<file path="config.mk">
export PLATFORM = sky130hd
export DESIGN_NAME = saw_tx_ctrl
export DESIGN_NICKNAME = d
export VERILOG_FILES = /design/src/rtl/saw_tx_ctrl.sv
export SDC_FILE = /design/constraint.sdc
export NUM_CORES = 1
export LEC_CHECK = 0
export BUFFER_PORTS_ARGS = -buffer_cell sky130_fd_sc_hd__buf_2
export CAP_MARGIN = 20
export CELL_PAD_IN_SITES_DETAIL_PLACEMENT = 0
export CELL_PAD_IN_SITES_GLOBAL_PLACEMENT = 1
export CORE_UTILIZATION = 38
export DETAILED_ROUTE_END_ITERATION = 16
export GPL_ROUTABILITY_DRIVEN = 1
export PLACE_DENSITY = 0.87
export SYNTH_ARGS = -nofsm -noshare
export SYNTH_HDL_FRONTEND = slang
export SYNTH_SLANG_ARGS = --single-unit
export TNS_END_PERCENT = 5
</file>
<file path="constraint.sdc">
create_clock -name clk -period 2 [get_ports clk]
set_input_delay 0.2 -clock clk [delete_from_list [all_inputs] [get_ports clk]]
set_output_delay 0.2 -clock clk [all_outputs]
set_load 0.005 [all_outputs]
</file>
<file path="src/rtl/saw_tx_ctrl.sv">
// Stop-and-wait ARQ transmit controller: latches a word, sequences the CRC unit, sends
// {seq, data, crc} and retransmits on NAK/timeout. Define SAW_RETRY_LIMIT_EN to bound retries.
module saw_tx_ctrl #(
    parameter int unsigned DW      = 6,
    parameter int unsigned CRCW    = 3,
    parameter int unsigned TIMEOUT = 16
`ifdef SAW_RETRY_LIMIT_EN
    ,
    parameter int unsigned MAX_RETRY = 3
`endif
) (
    input  logic                  clk,
    input  logic                  rst,
    input  logic                  in_valid,
    input  logic [DW-1:0]         in_data,
    output logic                  in_ready,
    output logic                  crc_start,
    output logic [DW-1:0]         crc_data,
    input  logic                  crc_done,
    input  logic [CRCW-1:0]       crc_val,
    output logic                  tx_valid,
    output logic [DW+CRCW:0]      tx_frame,
    input  logic                  tx_ready,
    input  logic                  ack_valid,
    input  logic                  ack_nak,
    input  logic                  ack_seq,
    output logic                  done,
    output logic                  fail,
    output logic [1:0]            retry_cnt
);

    localparam int unsigned BW = 1 + DW + CRCW;
    localparam int unsigned TW = $clog2(TIMEOUT);

    typedef enum logic [2:0] {
        StIdle,
        StCrc,
        StSend,
        StWaitAck,
        StFail
    } state_e;

    state_e          state;
    logic            seq;
    logic [DW-1:0]   data_r;
    logic [BW-1:0]   frame_r;
    logic [TW-1:0]   timer;

    logic ack_match;
    logic resend_req;

    // Responses carrying the other sequence bit are stale duplicates.
    assign ack_match  = ack_valid && (ack_seq == seq);
    assign resend_req = (ack_match && ack_nak) || (timer == TW'(TIMEOUT - 1));

    assign in_ready = (state == StIdle);
    assign tx_valid = (state == StSend);
    assign tx_frame = frame_r;
    assign crc_data = data_r;

    always_ff @(posedge clk) begin
        if (rst) begin
            state     <= StIdle;
            seq       <= 1'b0;
            data_r    <= '0;
            frame_r   <= '0;
            timer     <= '0;
            crc_start <= 1'b0;
            done      <= 1'b0;
            fail      <= 1'b0;
            retry_cnt <= 2'd0;
        end else begin
            crc_start <= 1'b0;
            done      <= 1'b0;
            case (state)
                StIdle: begin
                    if (in_valid) begin
                        data_r    <= in_data;
                        crc_start <= 1'b1;
                        state     <= StCrc;
                    end
                end
                StCrc: begin
                    if (crc_done) begin
                        frame_r <= {seq, data_r, crc_val};
                        state   <= StSend;
                    end
                end
                StSend: begin
                    if (tx_ready) begin
                        timer <= '0;
                        state <= StWaitAck;
                    end
                end
                StWaitAck: begin
                    timer <= timer + TW'(1);
                    // A matching ACK wins over a timeout landing in the same cycle.
                    if (ack_match && !ack_nak) begin
                        seq       <= ~seq;
                        done      <= 1'b1;
                        retry_cnt <= 2'd0;
                        state     <= StIdle;
                    end else if (resend_req) begin
`ifdef SAW_RETRY_LIMIT_EN
                        if (32'(retry_cnt) == MAX_RETRY) begin
                            fail  <= 1'b1;
                            state <= StFail;
                        end else begin
                            retry_cnt <= (retry_cnt == 2'd3) ? 2'd3 : retry_cnt + 2'd1;
                            state     <= StSend;
                        end
`else
                        retry_cnt <= (retry_cnt == 2'd3) ? 2'd3 : retry_cnt + 2'd1;
                        state     <= StSend;
`endif
                    end
                end
                StFail: begin
                    state <= StFail;
                end
                default: begin
                    state <= StIdle;
                end
            endcase
        end
    end

endmodule

</file>
==> results of run 1 <==
[power breakdown]
part / switching (mW) / internal [mW]
combinational: 0.0807 / 0.0742
sequential: 0.0298 / 0.583
clock: 0.175 / 0.203
[how the worst max path moves through the flow]
stage	startpoint	endpoint	slack, ps
global placement	state[0]	seq	540
detailed placement	state[0]	seq	480
global route	state[1]	tx_valid	250
finish	state[1]	tx_valid	380
floorplan	timer[0]	state[0]	700
CTS	state[1]	tx_valid	350
[worst reg2reg max path, cell delays in order, from the launching register on]
cell and delay, ps:
dfxtp_1 620, and3b_1 360, and4b_1 280, xnor2_1 130, nor2_1 50
[cells in the mapped netlist (4+ instances only)]
cell / n / area share
dfxtp_1: 28 / 0.47
nand2_1: 24 / 0.076
a21oi_1: 19 / 0.080
nor2_1: 11 / 0.035
mux2i_1: 6 / 0.050
o21ai_0: 5 / 0.021
buf_2: 4 / 0.017
clkbuf_1: 4 / 0.013
nor2b_1: 4 / 0.021
[final cells by class]
cell class | instances | area (sq um) | share of cell area
timing repair buffer | 39 | 198 | 0.138
multi-input combinational | 98 | 576 | 0.402
clock inverter | 1 | 30.0 | 0.0210
clock buffer | 3 | 22.5 | 0.0157
tap | 31 | 38.8 | 0.0271
sequential | 28 | 561 | 0.391
inverter | 2 | 7.51 | 0.00524
[per-layer routing]
layer  global-route usage  routed length, um  vias up
met4               0.0918                 62        0
met1                0.187               1110      473
met3               0.0201                 93        5
met2                0.264               1190       25
li1                     -                  -      538
met5                    0                  0        -
[stage by stage]
step | worst slack [ps] | std cells | power (mW) | area, sq um
after floorplan | 705 | 138 | 0.724 | 1190
after global placement | 537 | 198 | 0.776 | 1380
after detailed placement | 482 | 198 | 0.782 | 1380
after CTS | 354 | 202 | 1.16 | 1430
after global routing | 249 | 202 | 1.20 | 1430
final | 381 | 202 | 1.15 | 1430
[sequential cells by signal (all words and copies together), names as in the netlist]
register,cells
timer,4
done,1
retry_cnt,2
crc_start,1
tx_frame,10
state,3
crc_data,6
seq,1
[cell families after synthesis]
family,after synthesis,synth area share
and+or+nand+nor,56,0.242
AOI/OAI and AO/OA,32,0.163
DFF,28,0.471
buffers and inverters,12,0.0452
muxes,6,0.0505
xor gates and xnor gates,2,0.0147
adders and majority gates,1,0.0105
other,1,0.00315
==> metrics.cfg, run 1 <==
[sta]
holdWs_ps = 78.6
finalSetupTns_ps = 0
rsz0062_at_grt = false
hold_viol = 0
slew_headroom = 0.661
clock.fmax_mhz = 618
finalCriticalPeriod_ps = 1620
worstMarginPinSlew_ps = 508
finalCritPeriodShare = 0.809
report.final.slew_viol_count = 0
setup_violations = 0
clock-skew-final_ps = 6.26

[clock_tree]
cts-htree-levels = 1
hold_buffers = 0
cts_sinks = 28
cts_made_buffers = 3
root_buffer = clkbuf_4
ctsResizeCount = 0
cts_setup_buffers = 0
clk_pin_slew_ps = 150
clkLatencyLatePin_ps = 340
cts_tree = done
clockBufferDepth = 2

[outcome]
status = complete, but fails checks
violations = design-rule violations

[floorplan]
die_w_um = 58.0
num_io_pins = 40
die_y_um = 58.0
dieArea_sq_um = 3360
rows = 19
coreArea_sq_um = 2850
start_util = 0.417

[worst_setup_path]
required_ps = 1800
critPathMaxFanout = 13
crit_path_end_kind = output pin
r2r_start = state[0]
crit_top_cell = nor2b_1
arrival_ps = 1420
slowest_delay_ps = 560
critical_path.top_delay_family = flip-flops
crit_slowest_cell = dfxtp_1
start_kind = flop
path_cells = nor2b_1 > nor2b_1 > buf_2
worstReg2RegEnd = seq
path_depth = 3
reg2reg_depth = 4
path_class = reg -> out
r2r_slack_ps = 450
path_buf_inv = 1

[final_layout]
drive_gt1_frac = 0.275
syn_to_final_growth_pct = 20.4
layout.nets = 190
final_cell_mix = buf_2 (38), dfxtp_1 (28), nand2_1 (24)
fillers = 274
antenna_cells = 0
final_util = 0.502
layout_commonest_cell = buf_2

[synthesis]
synth-edff-count = 0
ys_ff_latch = 28
synth_nets = 156
yosysSeqAreaShare = 0.471
synthArstFlopShare = 0
synthCells = 138
synth.avg_cell_area_sq_um = 8.62
ys.flop_type = dfxtp_1
synth.distinct_cells = 36
syn_area_sq_um = 1190
yosys_warnings = 0

[power]
max-vdd-ir-drop_mv = 0.330
power_density_nw_per_um2 = 800
leakagePower_nw = 0.629

[global_routing]
antenna_found_initial = 0
grt_pass1_wl_um = 3970
grt_usage = 0.155
grt_pass1_vias = 941
grt_overflow = 0
grt_max_degree = 30

[place]
io_buffers = 38
gp_congestion = 0.742
hpwl_um = 1830

[route]
drt-vias-per-instance = 5.15
drt_iter0_drc = 43
postRouteAntennaNets = 0
vias = 1041
drt_wl_total_um = 2460
wire_per_inst_um = 12.2
post-route-drc-count = 3
first_pass_iters = 10

[worst_hold_path]
hold_depth = 3
hold_path.class = in -> reg
min_to = tx_frame[1]
min-delay-start = crc_val[1]

[run]
cap_violations = 0

No activity file was read; power rests on OpenSTA's default activity.
==> run 2: changes to the inputs <==
Settings changed: ABC_AREA set to 1, CORE_UTILIZATION 38 to 34, PLACE_DENSITY 0.87 to 0.82.
Clock period 2 ns to 1.5 ns, I/O delays scaled along.
==> run 2 against run 1 <==
Compared with the run above: the run now ends clean; first-iteration DRC count grew 72%; synthesized area shrank 0.32%; critical path depth grew 1; global-route usage shrank 0.36 points; clock power shrank 20%; routed wire length grew 5.2%; synthesized cell count grew 14%; critical path type unchanged; largest cell class is now registers.
==> metrics.cfg, run 2 <==
[sta]
finalCriticalPeriod_ps = 1400
clock-skew-final_ps = 6.12  ; -0.143 ps
clock.fmax_mhz = 713
finalCritPeriodShare = 0.935
hold_viol = 0  ; unchanged
report.final.slew_viol_count = 0  ; unchanged
rsz0062_at_grt = false
setup_violations = 0  ; unchanged
finalSetupTns_ps = 0  ; unchanged
setup_ws_ps = 97.6  ; -284 ps

[route]
wire_per_inst_um = 10.7  ; -12%
drt_wl_total_um = 2590  ; +5.2%
postRouteAntennaNets = 0  ; unchanged
drt-vias-per-instance = 4.64  ; -10%
first_pass_iters = 4  ; -6
post-route-drc-count = 0  ; -3
drt_iter0_drc = 74  ; +72%
vias = 1123  ; +7.9%

[power]
leakagePower_nw = 0.705  ; +12%
switchingPower_uw = 811  ; +180%
combPwrFrac = 0.390  ; +0.255
power_density_nw_per_um2 = 1490  ; +86%
clockPowerShare = 0.140  ; -0.190
swShare = 0.377  ; +0.128
p_int_mw = 1.34  ; +56%
max-vdd-ir-drop_mv = 0.463  ; +40%
seqPwrFrac = 0.470  ; -0.065

[synthesis]
synth_most_common_cell = nand2_1
ys.flop_type = dfxtp_1
syn_area_sq_um = 1190  ; -0.32%
synth.distinct_cells = 25  ; -31%
synthTopCellsByCount = nand2_1 (29), dfxtp_1 (28), nor2_1 (25)
synth_nets = 175  ; +12%
synth.area.top_cells = dfxtp_1 (47%), nand2_1 (9.2%), nor2_1 (7.9%), a21oi_1 (6.8%), nand3_1 (5.9%)
synth.avg_cell_area_sq_um = 7.56  ; -12%
synth_top_area_frac = 0.473  ; +0.00149
ys_ff_latch = 28  ; unchanged
yosysSeqAreaShare = 0.473  ; +0.00149
synth-edff-count = 0  ; unchanged
post-synth-top-area-cell = dfxtp_1
synthCells = 157  ; +14%
synthArstFlopShare = 0  ; unchanged
yosys_warnings = 0  ; unchanged

[clock_tree]
cts_tree = done
clockBufferDepth = 2  ; unchanged
cts_setup_buffers = 0  ; unchanged
cts_sinks = 28  ; unchanged
hold_buffers = 0  ; unchanged
cts-htree-levels = 1  ; unchanged
root_buffer = clkbuf_4
cts_made_buffers = 3  ; unchanged
ctsResizeCount = 0  ; unchanged
clk_pin_slew_ps = 140  ; about the same
clkLatencyLatePin_ps = 320  ; -20 ps

[final_layout]
final_util = 0.433  ; -0.0691
fin_cells = 242  ; +20%
syn_to_final_growth_pct = 21.8
layout_commonest_cell = buf_2
layout.nets = 216  ; +14%
largest_reg_flops = 10  ; unchanged
fillers = 379  ; +38%
final_cell_mix = buf_2 (38), nand2_1 (29), dfxtp_1 (28)
antenna_cells = 0  ; unchanged
drive_gt1_frac = 0.276  ; +0.000656

[place]
gp_congestion = 0.767  ; +3.4%
hpwl_um = 2060  ; +13%
io_buffers = 38  ; unchanged
place_ws_ps = 209  ; -273 ps
dp_cells = 239  ; +21%

[worst_setup_path]
path_class = reg -> out
r2r_start = state[0]
r2r_slack_ps = 170  ; -280 ps
cp-startpoint = state[2]
worstSetupEndpoint = tx_valid
crit_slowest_cell = dfxtp_1
arrival_ps = 1250  ; -170 ps
crit_path_end_kind = output pin
critPathMaxFanout = 4  ; -9
required_ps = 1350  ; -450 ps
start_kind = flop
path_cells = nor2_1 > nand2_1 > inv_1 > buf_2
slowest_delay_ps = 410  ; -150 ps
worstReg2RegEnd = tx_frame[8]
reg2reg_depth = 6  ; +2

[outcome]
status = completed

[global_routing]
grtUsageMet1 = 0.175  ; -0.0117
grt_overflow = 0  ; unchanged
grt_pass1_vias = 958  ; +1.8%
busiest_layer = met2
antenna_found_initial = 0  ; unchanged
grt_pass1_wl_um = 4100  ; +3.3%
grt_usage = 0.152  ; -0.00362
met2_usage = 0.273  ; +0.00892
use_met3 = 0.0252  ; +0.00512
grt_max_degree = 15  ; -50%

[floorplan]
die_w_um = 61.1  ; +5.4%
dieArea_sq_um = 3730  ; +11%
coreArea_sq_um = 3340  ; +17%
rows = 21  ; +2
die_y_um = 61.1  ; +5.4%
num_io_pins = 40  ; unchanged
start_util = 0.355  ; -0.0616

[run]
cap_violations = 0  ; unchanged

[worst_hold_path]
hold_path.class = in -> reg

run 2: cell types whose count changed in the layout (fill, tap and decap cells not counted), sizes merged, moves of 3 or more:
| cell | change |
|---|---|
| nand2 | +6 |
| nand3 | +13 |
| inv | +13 |
| nor2b | -4 |
| mux2i | -6 |
| o21ai | +10 |
| a21oi | -3 |
| nor2 | +16 |
run 2: worst max-delay path, delay by kind of cell (launching register included):
| kind | cells | cell delay [ps] |
|---|---|---|
| flip-flops | 1 | 410 |
| AND/OR/NAND/NOR | 2 | 330 |
| buffers and inverters | 2 | 200 |
run 2: worst min-delay path by stage:
stage	startpoint	endpoint	slack [ps]	cells past startpoint
final	in_data[2]	crc_data[2]	70	3
after detailed placement	crc_val[2]	tx_frame[2]	410	3
after CTS	crc_val[2]	tx_frame[2]	70	3
after global routing	in_data[2]	crc_data[2]	70	3
after global placement	crc_val[2]	tx_frame[2]	400	3
after floorplan	rst	timer[1]	220	1
run 2: metal layers:
| layer | vias to the layer above | routed length [um] |
|---|---|---|
| li1 | 591 | - |
| met1 | 495 | 1220 |
| met2 | 33 | 1190 |
| met3 | 4 | 125 |
| met4 | 0 | 44 |
| met5 | - | 0 |
run 2: cell type report:
class                   count  area, sq um  share of cell area
multi-input cells         110          538               0.372
inverters                  15         61.3              0.0424
flip-flops and latches     28          561               0.388
clock buffers               3         22.5              0.0156
well taps                  46         57.6              0.0398
repair buffers             40          205               0.142
run 2: cell families after synthesis:
kind of cell               Yosys count  share of synthesized area
adders and majority gates            1                     0.0105
and+or+nand+nor                     76                      0.299
DFF                                 28                      0.473
AOI/OAI and AO/OA                   32                      0.141
other                                1                    0.00316
buffers and inverters               19                     0.0738
run 2: metrics by stage:
step                      hold slack, ps  total power [mW]  area [sq um]
after floorplan                      219              1.58          1190
after global placement               402              1.86          1420
after detailed placement             414              1.88          1420
after CTS                           66.3              2.18          1450
after global routing                70.5              2.34          1450
final                               71.7              2.15          1450
run 2: power groups by stage:
stage,sequential [mW],clock (mW),combinational (mW)
6_report,1.01,0.301,0.839
5_1_grt,1.03,0.342,0.968
4_1_cts,1.01,0.319,0.849
3_5_place_dp,1.03,0,0.847
3_3_place_gp,1.03,0,0.837
2_1_floorplan,1.02,0,0.560
==> run 3: changes to the inputs <==
Settings changed: CORE_ASPECT_RATIO set to 1.2.
==> run 3 against run 2 <==
Compared with the run above: critical endpoint unchanged; highest routed layer unchanged; worst setup slack improved by 58 ps; combinational power increased by 0.8%; global-route usage increased by 0.21 points.
==> metrics.cfg, run 3 (synthesized netlist as in run 2, its figures left out) <==
[worst_setup_path]
r2r_slack_ps = 170  ; about the same
path_class = reg -> out
arrival_ps = 1190  ; -60 ps
path_cells = nor2_1 > nand2_1 > inv_1 > buf_2
critical_path.top_delay_family = flip-flops
crit_path_end_kind = output pin
crit_slowest_cell = dfxtp_1
required_ps = 1350  ; about the same
slowest_delay_ps = 390  ; -20 ps
path_buf_inv = 2  ; unchanged
critPathMaxFanout = 4  ; unchanged
start_kind = flop

[power]
max-vdd-ir-drop_mv = 0.805  ; +74%
power_density_nw_per_um2 = 1580  ; +5.9%
combPwrFrac = 0.366  ; -0.024
clockPowerShare = 0.197  ; +0.057
leakagePower_nw = 0.720  ; +2.1%
swShare = 0.359  ; -0.0179
seqPwrFrac = 0.436  ; -0.034
p_int_mw = 1.48  ; +11%
switchingPower_uw = 830  ; +2.3%

[clock_tree]
clockBufferDepth = 2  ; unchanged
ctsResizeCount = 0  ; unchanged
clkLatencyLatePin_ps = 270  ; -50 ps
root_buffer = clkbuf_8
cts_tree = done
hold_buffers = 0  ; unchanged
cts-htree-levels = 1  ; unchanged
cts_made_buffers = 3  ; unchanged
clk_pin_slew_ps = 90  ; -50 ps
cts_setup_buffers = 0  ; unchanged
cts_sinks = 28  ; unchanged

[final_layout]
layout.nets = 216  ; unchanged
syn_to_final_growth_pct = 23.6
layout_commonest_cell = buf_2
drive_gt1_frac = 0.279  ; +0.00368
largest_reg_flops = 10  ; unchanged
final_cell_mix = buf_2 (38), nand2_1 (29), dfxtp_1 (28)
antenna_cells = 0  ; unchanged

[sta]
rsz0062_at_grt = false
holdWs_ps = 148  ; +76.0 ps
setup_violations = 0  ; unchanged
setup_ws_ps = 155  ; +57.6 ps
report.final.slew_viol_count = 0  ; unchanged
finalCritPeriodShare = 0.896  ; -0.0384
clock-skew-final_ps = 5.84  ; -0.287 ps
finalSetupTns_ps = 0  ; unchanged
finalCriticalPeriod_ps = 1340  ; -57.6 ps
hold_viol = 0  ; unchanged
clock.fmax_mhz = 744  ; +4.3%

[place]
io_buffers = 38  ; unchanged
hpwl_um = 2070  ; +0.12%
place_ws_ps = 178  ; -30.5 ps
gp_congestion = 0.697  ; -9.2%

[route]
drt_wl_total_um = 2630  ; +1.8%
drt-vias-per-instance = 4.85  ; +4.4%
vias = 1134  ; +0.98%
wire_per_inst_um = 11.2  ; +5.3%
first_pass_iters = 4  ; unchanged
postRouteAntennaNets = 0  ; unchanged
drt_iter0_drc = 28  ; -62%
post-route-drc-count = 0  ; unchanged

[worst_hold_path]
hold_path.class = in -> reg

[floorplan]
die_y_um = 66.7  ; +9.2%
die_w_um = 55.9  ; -8.4%
coreArea_sq_um = 3340  ; about the same
num_io_pins = 40  ; unchanged
dieArea_sq_um = 3730  ; about the same
rows = 23  ; +9.5%
start_util = 0.355  ; about the same

[global_routing]
grt_pass1_vias = 1106  ; +15%
antenna_found_initial = 0  ; unchanged
met2_usage = 0.303  ; +0.0294
grt_pass1_wl_um = 4550  ; +11%
grt_usage = 0.154  ; +0.00211
grt_overflow = 0  ; unchanged
grt_max_degree = 16  ; +1
use_met3 = 0.0272  ; +0.00197
busiest_layer = met2
grtUsageMet1 = 0.164  ; -0.0114

[run]
cap_violations = 0  ; unchanged

[outcome]
status = completed

==> run 3: cell types whose count changed in the layout (fill, tap and decap cells not counted), sizes merged <==
cell / change
clkbuf: +1
==> run 3: routing by layer <==
metal  wire length, um  vias up
met4                24        0
met3               120        2
li1                  -      584
met5                 0        -
met1              1140      517
met2              1350       31
==> run 3: layout make-up <==
| cell class | instances | area [sq um] |
|---|---|---|
| Tap cell | 37 | 46.3 |
| Clock buffer | 4 | 55.1 |
| Multi-Input combinational cell | 110 | 538 |
| Fill cell | 360 | 1870 |
| Inverter | 15 | 61.3 |
| Timing Repair Buffer | 40 | 205 |
| Sequential cell | 28 | 561 |
==> run 3: worst min-delay path, stage by stage <==
cell	delay, ps
buf_2	90
nand3_1	70
a21oi_1	60
==> run 3: worst paths after layout <==
kind,startpoint,end,cells past startpoint
worst max-delay path,state[2],tx_valid,4
worst min-delay path,in_data[0],crc_data[0],3
worst max register to register,state[0],tx_frame[9],6
worst min register to register,crc_data[5],tx_frame[8],2
==> run 3: power groups by stage <==
stage          Clock [mW]  Sequential [mW]  Combinational (mW)
6_report            0.456             1.01               0.846
5_1_grt             0.504             1.03               0.984
4_1_cts             0.471             1.01               0.855
3_5_place_dp            0             1.03               0.852
3_3_place_gp            0             1.02               0.836
2_1_floorplan           0             1.02               0.560
==> run 3: metrics by stage <==
step	power [mW]	instances	utilization	instance area, sq um
floorplan	1.58	157	-	1190
global placement	1.86	230	0.423	1410
detailed placement	1.88	230	0.423	1410
CTS	2.34	234	0.439	1470
global route	2.52	234	0.439	1470
finish	2.31	234	0.439	1470
